$ cat config.mk
export PLATFORM = sky130hd
export DESIGN_NAME = flappy_game_ctrl
export DESIGN_NICKNAME = d
export VERILOG_FILES = /design/src/rtl/flappy_game_ctrl.sv
export SDC_FILE = /design/constraint.sdc
export NUM_CORES = 1
export LEC_CHECK = 0
export BUFFER_PORTS_ARGS = -buffer_cell sky130_fd_sc_hd__buf_2
export CAP_MARGIN = 10
export CORE_AREA = 2 2 66 68
export CTS_CLUSTER_DIAMETER = 200
export CTS_CLUSTER_SIZE = 40
export DETAILED_ROUTE_END_ITERATION = 10
export DIE_AREA = 0 0 68 70
export GPL_ROUTABILITY_DRIVEN = 0
export PLACE_DENSITY = 0.8
export SETUP_SLACK_MARGIN = 0.4
export SLEW_MARGIN = 0
export SYNTH_ARGS = -nofsm -noshare
export SYNTH_HDL_FRONTEND = slang
export SYNTH_SLANG_ARGS = --single-unit
$ cat constraint.sdc
create_clock -name clk -period 1.8 [get_ports clk]
set_input_delay 0.54 -clock clk [delete_from_list [all_inputs] [get_ports clk]]
set_output_delay 0.54 -clock clk [all_outputs]
set_load 0.05 [all_outputs]
$ cat src/rtl/flappy_game_ctrl.sv
// -----------------------------------------------------------------------------
// flappy_game_ctrl
//
// Game-flow controller sitting between the jump input decoders (keyboard,
// Q-learning agent, ...) and the game-object modules (bird, pipes,
// background). It provides:
//   - a free-running frame tick (one pulse every CLK_HZ/FPS clocks),
//   - an N-way jump source selector with rising-edge detection,
//   - a jump pulse stretcher that holds jump for JUMP_HOLD frame ticks,
//   - an IDLE / PLAY / DEAD game state machine,
//   - a reset level for the game objects (high while IDLE),
//   - high-score tracking across games.
//
// Optional feature macro: FLAPPY_AUTO_RESTART_EN
//   Defined     : after the DEAD countdown the game returns to IDLE on its own,
//                 and IDLE starts PLAY on the next frame tick without a jump
//                 edge (unattended training). A jump edge still starts play
//                 early from IDLE.
//   Not defined : leaving DEAD and leaving IDLE both need a jump edge.
//
// Ports
//   clk         in   1        system clock
//   rst         in   1        asynchronous reset, active-high
//   jump_src    in   N_SRC    raw jump request levels (clk domain)
//   src_sel     in   SEL_W    active source index; out-of-range selects none
//   is_collide  in   1        collision flag from collision detection
//   score       in   SCORE_W  current score from the pipe generator
//   frame_tick  out  1        one-cycle pulse every TICK_DIV clocks
//   jump        out  1        stretched jump level to the game objects
//   game_rst    out  1        reset level for the game objects (1 in IDLE)
//   state       out  2        game state: 0 IDLE, 1 PLAY, 2 DEAD
//   high_score  out  SCORE_W  best score seen since rst
//
// Handshake note: there is no valid/ready traffic here. jump_src entries are
// plain levels; only their rising edges (on the selected source) count as
// requests. frame_tick is a single-cycle strobe with no acknowledge.
// -----------------------------------------------------------------------------
module flappy_game_ctrl #(
    parameter int CLK_HZ      = 100_000_000,
    parameter int FPS         = 60,
    parameter int N_SRC       = 2,
    parameter int JUMP_HOLD   = 1,
    parameter int DEAD_FRAMES = 30,
    parameter int SCORE_W     = 7,
    localparam int SEL_W      = (N_SRC > 1) ? $clog2(N_SRC) : 1
) (
    input  logic               clk,
    input  logic               rst,
    input  logic [N_SRC-1:0]   jump_src,
    input  logic [SEL_W-1:0]   src_sel,
    input  logic               is_collide,
    input  logic [SCORE_W-1:0] score,
    output logic               frame_tick,
    output logic               jump,
    output logic               game_rst,
    output logic [1:0]         state,
    output logic [SCORE_W-1:0] high_score
);

    localparam int TICK_DIV = CLK_HZ / FPS;
    localparam int CNT_W    = (TICK_DIV > 1) ? $clog2(TICK_DIV) : 1;
    localparam int HOLD_W   = $clog2(JUMP_HOLD + 1);
    localparam int DEAD_W   = $clog2(DEAD_FRAMES + 1);

    typedef enum logic [1:0] {
        ST_IDLE = 2'd0,
        ST_PLAY = 2'd1,
        ST_DEAD = 2'd2
    } state_t;

    // -------------------------------------------------------------------------
    // Frame tick generator: free-running in every game state.
    // -------------------------------------------------------------------------
    logic [CNT_W-1:0] tick_cnt;
    logic             tick_last;

    assign tick_last = (tick_cnt == CNT_W'(TICK_DIV - 1));

    always_ff @(posedge clk or posedge rst) begin
        if (rst) begin
            tick_cnt   <= '0;
            frame_tick <= 1'b0;
        end else begin
            frame_tick <= tick_last;
            tick_cnt   <= tick_last ? '0 : tick_cnt + CNT_W'(1);
        end
    end

    // -------------------------------------------------------------------------
    // Source select and rising-edge detect.
    // A change of src_sel would otherwise look like an edge when the new
    // source is already high, so the edge is masked in that cycle and the
    // edge register is reloaded from the new source.
    // -------------------------------------------------------------------------
    logic             sel;
    logic             sel_q;
    logic [SEL_W-1:0] src_sel_q;
    logic             sel_changed;
    logic             jump_edge;

    always_comb begin
        sel = 1'b0;
        for (int i = 0; i < N_SRC; i++) begin
            if (src_sel == SEL_W'(i)) begin
                sel = jump_src[i];
            end
        end
    end

    assign sel_changed = (src_sel != src_sel_q);
    assign jump_edge   = sel & ~sel_q & ~sel_changed;

    always_ff @(posedge clk or posedge rst) begin
        if (rst) begin
            sel_q     <= 1'b0;
            src_sel_q <= '0;
        end else begin
            sel_q     <= sel;
            src_sel_q <= src_sel;
        end
    end

    // -------------------------------------------------------------------------
    // Game state machine with jump stretcher, death countdown and high score.
    // -------------------------------------------------------------------------
    state_t              state_q;
    state_t              state_d;
    logic                jump_d;
    logic [HOLD_W-1:0]   hold_cnt;
    logic [HOLD_W-1:0]   hold_d;
    logic [DEAD_W-1:0]   dead_cnt;
    logic [DEAD_W-1:0]   dead_d;
    logic [SCORE_W-1:0]  high_d;
    logic                dead_done;

    assign dead_done = (dead_cnt == DEAD_W'(DEAD_FRAMES));

    always_ff @(posedge clk or posedge rst) begin
        if (rst) begin
            state_q    <= ST_IDLE;
            jump       <= 1'b0;
            hold_cnt   <= '0;
            dead_cnt   <= '0;
            high_score <= '0;
        end else begin
            state_q    <= state_d;
            jump       <= jump_d;
            hold_cnt   <= hold_d;
            dead_cnt   <= dead_d;
            high_score <= high_d;
        end
    end

    always_comb begin
        state_d = state_q;
        jump_d  = jump;
        hold_d  = hold_cnt;
        dead_d  = dead_cnt;
        high_d  = high_score;

        case (state_q)
            ST_IDLE: begin
                // The edge that starts a game is consumed by the start and
                // never reaches the bird as a jump.
                jump_d = 1'b0;
                hold_d = '0;
                dead_d = '0;
                if (jump_edge) begin
                    state_d = ST_PLAY;
                end
`ifdef FLAPPY_AUTO_RESTART_EN
                else if (frame_tick) begin
                    state_d = ST_PLAY;
                end
`endif
            end

            ST_PLAY: begin
                // Covers both ordinary frames and the final frame of a game.
                if (frame_tick && (score > high_score)) begin
                    high_d = score;
                end

                if (frame_tick && is_collide) begin
                    // Death outranks a simultaneous jump request.
                    state_d = ST_DEAD;
                    jump_d  = 1'b0;
                    hold_d  = '0;
                    dead_d  = '0;
                end else if (sel_changed) begin
                    jump_d = 1'b0;
                    hold_d = '0;
                end else if (jump_edge) begin
                    // New request or retrigger; an edge on a tick cycle
                    // reloads rather than being decremented.
                    jump_d = 1'b1;
                    hold_d = HOLD_W'(JUMP_HOLD);
                end else if (frame_tick && jump) begin
                    // hold_cnt is always >= 1 while jump is high.
                    hold_d = hold_cnt - HOLD_W'(1);
                    if (hold_cnt == HOLD_W'(1)) begin
                        jump_d = 1'b0;
                    end
                end
            end

            ST_DEAD: begin
                jump_d = 1'b0;
                hold_d = '0;
                if (dead_done) begin
`ifdef FLAPPY_AUTO_RESTART_EN
                    state_d = ST_IDLE;
`else
                    if (jump_edge) begin
                        state_d = ST_IDLE;
                    end
`endif
                end else if (frame_tick) begin
                    // Edges are deliberately ignored during the countdown.
                    dead_d = dead_cnt + DEAD_W'(1);
                end
            end

            default: begin
                state_d = ST_IDLE;
                jump_d  = 1'b0;
                hold_d  = '0;
                dead_d  = '0;
            end
        endcase
    end

    // game_rst is decoded straight from the state register so it falls in the
    // same cycle the state reads PLAY.
    assign game_rst = (state_q == ST_IDLE);
    assign state    = state_q;

endmodule

==> results.py, run 1 <==
metrics = {
    "logic_synthesis": {
        "synthFlopType": "dfrtp_1",
        "syn_area_per_cell_um2": 10.5,
        "synth_seq_area_share": 0.487,
        "ys_seq_elements": 40,
        "synthArstFlopShare": 1.00,
        "synth_top_cell_by_area": "dfrtp_1",
        "syn_area_mm2": 0.00206,
        "synthDominantCellAreaShare": 0.487,
        "synth_nets": 220,
        "yosysUniqueCellTypes": 36,
        "yosysWarnings": 0,
        "synth_area_leaders": "dfrtp_1 49%, ha_1 6.7%, xor2_1 5.5%",
        "synth_cells": 196,
        "synth-edff-count": 0,
    },
    "global_routing": {
        "use_met2": 0.384,
        "grt_max_degree": 41,
        "grtUsageTotal": 0.222,
        "grt_overflow_total": 0,
        "busiest_layer": "met2",
        "grt_pass1_vias": 1698,
        "grt_first_pass_wirelength_um": 7960,
        "grt_antenna_before_repair": 0,
        "gr-usage-met3": 0.0515,
        "use_met1": 0.265,
    },
    "sta": {
        "worstMarginPinSlew_ns": 0.376,
        "finClkSkew_ns": 0.00686,
        "setup_ws_ns": -0.0696,
        "period_needed_ns": 1.87,
        "setup_viol": 7,
        "timing.fmax_ghz": 0.535,
        "rsz0062_at_grt": "true",
        "hold_viol": 0,
        "fin_crit_sh": 1.04,
        "relSlewSlack": 0.748,
        "slew_viol_final": 0,
    },
    "setup_path": {
        "r2r_cells": 8,
        "r2r_start": "high_score[3]",
        "crit_required_ns": 1.98,
        "r2r_slack_ns": -0.07,
        "critical_path_peak_fanout": 3,
        "worstSetupPathType": "flop to flop",
        "startpoint_type": "flop",
        "r2r_end": "high_score[6]",
        "endpoint_kind": "flop",
        "crit_arrival_ns": 2.05,
    },
    "floorplanning": {
        "row_count": 24,
        "core_mm2": 0.00414,
        "die_x_um": 68,
        "die_h_um": 70,
        "start_util": 0.496,
        "dieArea_mm2": 0.00476,
        "ios": 25,
    },
    "power_and_ir_drop": {
        "ir_drop_mv": 0.362,
        "p_leak_uw": 0.00134,
        "p_per_area_mw_per_mm2": 530,
    },
    "clocking": {
        "cts_sinks": 40,
        "worstSkewPairLatency_ns": 0.29,
        "htree_levels": 2,
        "clockBufferDepth": 2,
        "numCtsBuffers": 5,
        "ctsRootBufferMaster": "clkbuf_8",
        "cts_tree": "built",
        "clkTransAtPathRegs_ns": 0.08,
    },
    "place": {
        "dp_hpwl_um": 2790,
        "dpl-instance-area_mm2": 0.00231,
        "port_buffers": 24,
        "post-place-ws_ns": -0.186,
    },
    "route": {
        "routed_via_density": 5.52,
        "drt-total-wl_um": 5790,
        "drtAntennaViolNets": 0,
        "drc": 0,
        "first_pass_iters": 4,
        "drt_iter0_markers": 128,
        "wire_per_inst_um": 18.7,
        "via_count": 1712,
    },
    "layout": {
        "fin_area_mm2": 0.00307,
        "final_layout_size_suffix_gt1_frac": 0.531,
        "final_cell_mix": "26 x dfrtp_1, 20 x buf_4, 15 x buf_6",
        "areaGrowthSynthToFinish_pct": 49.5,
        "diodes": 0,
        "final_nets": 281,
        "final_common_cell": "dfrtp_1",
        "n_fill_cell": 274,
    },
    "job": {
        "timing.max_cap.violations": 0,
    },
    "worst_hold_path": {
        "min_path_type": "primary input to async pin",
    },
    "outcome": {
        "violations": "negative setup slack",
        "status": "finished, violations left",
    },
}
-- what timing repair did --
action                     CTS  global route
resized for setup           56            60
buffers inserted            21            10
hold buffers                 0             0
setup endpoints to repair   40            48
hold endpoints to repair     0             0
pin swaps                   10            16
-- Yosys cell counts (5+ instances only) --
library cell / number
ha_1: 11
dfrtp_1: 40
inv_1: 14
nand2_1: 9
nand4_1: 10
nand3_1: 10
mux2_2: 7
a21oi_1: 10
o21ai_0: 5
xor2_1: 13
nor2_1: 21
xnor2_1: 8
-- worst max path at each step --
| stage | cells after the start | from | to |
|---|---|---|---|
| 6_report | 8 | high_score[3] | high_score[6] |
| 3_3_place_gp | 6 | score[4] | high_score[6] |
| 3_5_place_dp | 6 | score[4] | high_score[6] |
| 4_1_cts | 6 | high_score[6] | high_score[4] |
| 2_1_floorplan | 6 | high_score[5] | high_score[0] |
| 5_1_grt | 8 | high_score[5] | high_score[6] |
-- power by group --
| group | internal, uW | leakage, uW | switching [uW] |
|---|---|---|---|
| Clock | 272 | 0.0000422 | 318 |
| Sequential | 905 | 0.000508 | 5.43 |
| Combinational | 51.3 | 0.000788 | 77.1 |
-- per-layer routing --
layer  wire length (um)  share of wire
met2               3090           0.53
met4                201          0.035
met1               2280           0.39
met3                216          0.037
met5                  0              0
-- critical path, cell delays in order (launching register included) --
cell and delay (ns):
dfrtp_2 0.40, inv_2 0.06, ha_4 0.27, nand4_1 0.16, buf_4 0.19, a21oi_4 0.13
o21bai_4 0.10, buf_6 0.14, mux2_4 0.30
-- state kept, by name, indices dropped and copies added, names as in the netlist --
register    count
hold_cnt        1
src_sel_q       1
high_score      7
state           2
frame_tick      1
sel_q           1
jump            1
tick_cnt       21
dead_cnt        5
-- cell type report --
class / count / area [um2] / area share
multi-input cells: 137 / 1290 / 0.419
flip-flops and latches: 40 / 1020 / 0.331
repair buffers: 59 / 564 / 0.184
clock buffers: 7 / 76.3 / 0.0248
well taps: 52 / 65.1 / 0.0212
inverters: 14 / 56.3 / 0.0183
clock inverters: 1 / 5.00 / 0.00163
-- cells by family (layout without fill, tap and decap cells) --
logic type / count (synthesis) / count (layout) / share of synthesized area
flip-flops: 40 / 40 / 0.487
AND/OR/NAND/NOR: 72 / 72 / 0.196
buffers and inverters: 19 / 81 / 0.0401
adder cells (fa/ha/maj): 11 / 11 / 0.0669
multiplexers: 10 / 10 / 0.0529
XOR/XNOR: 21 / 21 / 0.0894
AO/OA/AOI/OAI: 23 / 23 / 0.0681
-- metrics by stage --
stage	hold slack (ns)	setup TNS, ns	std cells	total power (uW)	utilization
floorplan	0.460	0	196	982	-
global placement	0.482	-1.07	271	1020	0.558
detailed placement	0.493	-1.19	271	1020	0.558
CTS	0.285	0	300	1620	0.668
global route	0.285	-0.867	310	1700	0.742
finish	0.273	-0.421	310	1630	0.742
Power figures use the tool's default switching activity.
==> run 2: changes to the inputs <==
--- a/config.mk
+++ b/config.mk
@@ -15,6 +15,7 @@
 export GPL_ROUTABILITY_DRIVEN = 0
 export PLACE_DENSITY = 0.8
 export SETUP_SLACK_MARGIN = 0.4
+export SKIP_CTS_REPAIR_TIMING = 1
 export SLEW_MARGIN = 0
 export SYNTH_ARGS = -nofsm -noshare
 export SYNTH_HDL_FRONTEND = slang
==> results.py, run 2 (synthesized netlist as in run 1, its figures left out) <==
metrics = {
    "setup_path": {
        "critPathLaunch": "high_score[6]",
        "crit_arrival_ns": 1.98,
        "r2r_start": "high_score[6]",
        "worstSetupPathType": "flop to flop",
        "crit_required_ns": 1.98,
        "startpoint_type": "flop",
        "endpoint_kind": "flop",
        "critical_path_peak_fanout": 7,
    },
    "global_routing": {
        "grt_max_degree": 41,
        "grtUsageTotal": 0.184,
        "grt_antenna_before_repair": 0,
        "grt_overflow_total": 0,
        "grt_first_pass_wirelength_um": 6670,
        "grt_pass1_vias": 1538,
    },
    "sta": {
        "rsz0062_at_grt": "true",
        "period_needed_ns": 1.81,
        "fin_setup_tns_ns": -0.00553,
        "fin_crit_sh": 1.00,
        "setup_viol": 1,
        "timing.fmax_ghz": 0.554,
        "slew_viol_final": 0,
        "hold_viol": 0,
        "relSlewSlack": 0.798,
        "finClkSkew_ns": 0.00845,
        "worstMarginPinSlew_ns": 0.302,
        "setup_ws_ns": -0.00553,
    },
    "clocking": {
        "ctsRootBufferMaster": "clkbuf_8",
        "cts_sinks": 40,
        "htree_levels": 2,
        "worstSkewPairLatency_ns": 0.29,
        "clkTransAtPathRegs_ns": 0.08,
        "numCtsBuffers": 5,
        "cts_tree": "built",
        "clockBufferDepth": 2,
    },
    "outcome": {
        "violations": "negative setup slack",
        "status": "finished, violations left",
    },
    "route": {
        "routed_via_density": 5.52,
        "drt-total-wl_um": 4420,
        "drc": 0,
        "wire_per_inst_um": 15.1,
        "drtAntennaViolNets": 0,
        "drt_iter0_markers": 96,
        "via_count": 1618,
        "first_pass_iters": 4,
    },
    "layout": {
        "largest_reg_flops": 21,
        "final_layout_size_suffix_gt1_frac": 0.452,
        "final_util": 0.655,
        "final_common_cell": "dfrtp_1",
        "largestRegisters": "tick_cnt x21, high_score x7, dead_cnt x5",
        "final_nets": 264,
        "n_fill_cell": 319,
        "diodes": 0,
        "top_register": "tick_cnt",
        "final_cell_mix": "23 x dfrtp_1, 17 x dfrtp_2, 17 x buf_4",
        "areaGrowthSynthToFinish_pct": 31.9,
    },
    "power_and_ir_drop": {
        "p_per_area_mw_per_mm2": 589,
        "p_leak_uw": 0.00119,
        "ir_drop_mv": 0.325,
        "power_uw": 1600,
    },
    "place": {
        "post-place-ws_ns": -0.186,
        "port_buffers": 24,
        "dp_hpwl_um": 2790,
    },
    "floorplanning": {
        "die_h_um": 70,
        "start_util": 0.496,
        "row_count": 24,
        "ios": 25,
        "core_mm2": 0.00414,
        "dieArea_mm2": 0.00476,
        "die_x_um": 68,
    },
    "job": {
        "timing.max_cap.violations": 0,
    },
    "worst_hold_path": {
        "min_path_type": "primary input to async pin",
    },
}
-- run 2: through the flow --
stage                     instance area [um2]  std cells  hold WS, ns
after floorplan                          2130        196        0.460
after CTS                                2390        279        0.285
after global routing                     2710        293        0.281
after global placement                   2310        271        0.482
final                                    2710        293        0.282
after detailed placement                 2310        271        0.493
-- run 2: where the power goes --
part           switching, uW  total (uW)  internal [uW]
sequential              5.23         911            905
combinational           63.9         107           43.5
clock                    308         580            272
total                    377        1600           1220
-- run 2: worst paths after layout --
check | end | slack, ns | depth (start not counted)
worst max-delay path | high_score[6] | -0.006 | 6
worst min-delay path | high_score[4] | 0.28 | 3
worst max register to register | high_score[6] | -0.006 | 6
worst min register to register | tick_cnt[8] | 0.51 | 1
max in group asynchronous | tick_cnt[2] | 1.31 | 3
min in group clk | src_sel_q | 0.40 | 1
-- run 2: final cells by class --
class,count,area [um2],area share
Multi-Input combinational cell,137,1150,0.423
Inverter,14,56.3,0.0208
Clock buffer,7,76.3,0.0281
Sequential cell,40,1020,0.377
Timing Repair Buffer,42,340,0.125
Tap cell,52,65.1,0.0240
Clock inverter,1,5.00,0.00185
-- run 2: routing by layer --
layer	track usage	wire length, um
met2	0.315	2360
met4	0.0644	71
met5	0	0
met3	0.0483	129
met1	0.219	1850
-- run 2: worst max-delay path, stage by stage, from the launching register on --
cell and delay (ns):
dfrtp_2 0.39, inv_2 0.05, ha_4 0.28, nand4_1 0.14, o2111ai_1 0.24, o21bai_4 0.22, mux2_2 0.38
==> run 3: changes to the inputs <==
--- a/config.mk
+++ b/config.mk
@@ -7,13 +7,15 @@
 export LEC_CHECK = 0
 export BUFFER_PORTS_ARGS = -buffer_cell sky130_fd_sc_hd__buf_2
 export CAP_MARGIN = 10
-export CORE_AREA = 2 2 66 68
+export CORE_AREA = 2 2 64 66
 export CTS_CLUSTER_DIAMETER = 200
 export CTS_CLUSTER_SIZE = 40
 export DETAILED_ROUTE_END_ITERATION = 10
-export DIE_AREA = 0 0 68 70
+export DIE_AREA = 0 0 66 68
 export GPL_ROUTABILITY_DRIVEN = 0
-export PLACE_DENSITY = 0.8
+export HOLD_SLACK_MARGIN = 0.08
+export PLACE_DENSITY = 0.81
+export RECOVER_POWER = 50
 export SETUP_SLACK_MARGIN = 0.4
 export SKIP_CTS_REPAIR_TIMING = 1
 export SLEW_MARGIN = 0
==> constraint.sdc (replaced) <==
create_clock -name clk -period 1.7 [get_ports clk]
set_input_delay 0.51 -clock clk [delete_from_list [all_inputs] [get_ports clk]]
set_output_delay 0.51 -clock clk [all_outputs]
set_load 0.05 [all_outputs]
==> results.py, run 3 (synthesized netlist as in run 1, its figures left out) <==
metrics = {
    "sta": {
        "setup_ws_ns": -0.142,
        "relSlewSlack": 0.348,
        "rsz0062_at_grt": "true",
        "timing.hold.ws_ns": 0.401,
        "worstMarginPinSlew_ns": 0.978,
        "fin_setup_tns_ns": -1.23,
        "fin_crit_sh": 1.08,
        "slew_viol_final": 0,
        "timing.fmax_ghz": 0.543,
        "setup_viol": 15,
        "hold_viol": 0,
        "finClkSkew_ns": 0.0131,
        "period_needed_ns": 1.84,
    },
    "global_routing": {
        "grt_first_pass_wirelength_um": 7020,
        "gr-usage-met3": 0.0543,
        "use_met1": 0.254,
        "grt_pass1_vias": 1572,
        "grt_antenna_before_repair": 0,
        "grt_max_degree": 41,
        "busiest_layer": "met2",
        "grt_overflow_total": 0,
        "grtUsageTotal": 0.206,
        "use_met2": 0.356,
    },
    "setup_path": {
        "startpoint_type": "flop",
        "r2r_cells": 7,
        "r2r_start": "high_score[6]",
        "crit_chain": "inv_2 -> ha_4 -> nand4_1 -> a21oi_1 -> o21bai_4 -> buf_12 -> mux2_4",
        "slowest_delay_ns": 0.40,
        "crit_required_ns": 1.88,
        "crit_end": "high_score[5]",
        "crit_arrival_ns": 2.02,
        "r2r_end": "high_score[5]",
        "endpoint_kind": "flop",
        "critPathLaunch": "high_score[6]",
        "cp_slowest_cell": "dfrtp_2",
        "r2r_slack_ns": -0.14,
        "critical_path_peak_fanout": 7,
        "worstSetupPathType": "flop to flop",
    },
    "route": {
        "drt_iter0_markers": 160,
        "drc": 0,
        "routed_via_density": 5.88,
        "drtAntennaViolNets": 0,
        "via_count": 1816,
        "drt-total-wl_um": 5680,
        "first_pass_iters": 4,
        "wire_per_inst_um": 18.4,
    },
    "layout": {
        "largestRegisters": "tick_cnt x21, high_score x7, dead_cnt x5",
        "final_nets": 282,
        "diodes": 0,
        "n_fill_cell": 220,
        "areaGrowthSynthToFinish_pct": 49.8,
        "final_layout_size_suffix_gt1_frac": 0.541,
        "final_cell_mix": "30 x buf_4, 26 x dfrtp_1, 14 x dfrtp_2",
        "fin_area_mm2": 0.00308,
        "largest_reg_flops": 21,
        "top_register": "tick_cnt",
        "final_common_cell": "buf_4",
        "instances_no_fill": 309,
    },
    "clocking": {
        "worstSkewPairLatency_ns": 0.30,
        "cts_tree": "built",
        "clockBufferDepth": 2,
        "cts_sinks": 40,
        "ctsRootBufferMaster": "clkbuf_8",
        "htree_levels": 2,
        "numCtsBuffers": 5,
        "clkTransAtPathRegs_ns": 0.08,
    },
    "power_and_ir_drop": {
        "p_leak_uw": 0.00136,
        "p_per_area_mw_per_mm2": 606,
        "ir_drop_mv": 0.473,
    },
    "floorplanning": {
        "dieArea_mm2": 0.00449,
        "die_h_um": 68,
        "ios": 25,
        "row_count": 23,
        "core_mm2": 0.00386,
        "die_x_um": 66,
        "start_util": 0.533,
    },
    "worst_hold_path": {
        "min_path_type": "primary input to flop",
    },
    "job": {
        "timing.max_cap.violations": 0,
    },
    "place": {
        "dp_hpwl_um": 2930,
        "port_buffers": 24,
        "dp.cells": 272,
        "dpl-instance-area_mm2": 0.00234,
    },
    "outcome": {
        "violations": "negative setup slack",
        "status": "finished, violations left",
    },
}
[run 3: cell types whose count changed in the layout (fill, tap and decap cells not counted), sizes merged]
cell      change
bufinv        +1
clkinvlp      +1
clkbuf        +2
buf          +14
[run 3: worst min-delay path by stage]
| stage | startpoint | to | slack [ns] | depth (start not counted) |
|---|---|---|---|---|
| after floorplan | tick_cnt[12] | tick_cnt[12] | 0.46 | 1 |
| after global routing | src_sel | src_sel_q | 0.39 | 1 |
| after detailed placement | tick_cnt[12] | tick_cnt[12] | 0.50 | 1 |
| after CTS | rst | dead_cnt[4] | 0.26 | 3 |
| after global placement | tick_cnt[12] | tick_cnt[12] | 0.48 | 1 |
| final | src_sel | src_sel_q | 0.40 | 1 |
[run 3: worst max-delay path, delay by kind of cell (launching register included)]
kind | cells | cell delay [ns]
buf+inv | 2 | 0.20
fa+ha+maj | 1 | 0.27
mux | 1 | 0.30
compound gates | 2 | 0.42
flops | 1 | 0.40
simple gates | 1 | 0.14
[run 3: metal layers]
layer / up-vias / share of wire
met2: 66 / 0.52
met4: 0 / 0.026
met1: 930 / 0.41
met5: - / 0
li1: 804 / -
met3: 16 / 0.041
[run 3: power by group]
part | total, uW | switching, uW | internal [uW]
Combinational | 119 | 73.8 | 45.5
Sequential | 966 | 7.08 | 959
Clock | 782 | 347 | 435
[run 3: through the flow]
| step | setup WS (ns) | power [uW] | util |
|---|---|---|---|
| after floorplan | -0.0972 | 1040 | - |
| final | -0.142 | 1870 | 0.799 |
| after CTS | -0.0858 | 1860 | 0.636 |
| after detailed placement | -0.308 | 1080 | 0.607 |
| after global placement | -0.221 | 1080 | 0.607 |
| after global routing | -0.213 | 1940 | 0.799 |
[run 3: final cells by class]
class                   count  area [um2]  area share
clock buffers               5        68.8      0.0223
clock inverters             3        42.5      0.0138
inverters                  14        53.8      0.0175
multi-input cells         137        1310       0.424
flip-flops and latches     40        1020       0.330
well taps                  50        62.6      0.0203
repair buffers             60         528       0.171
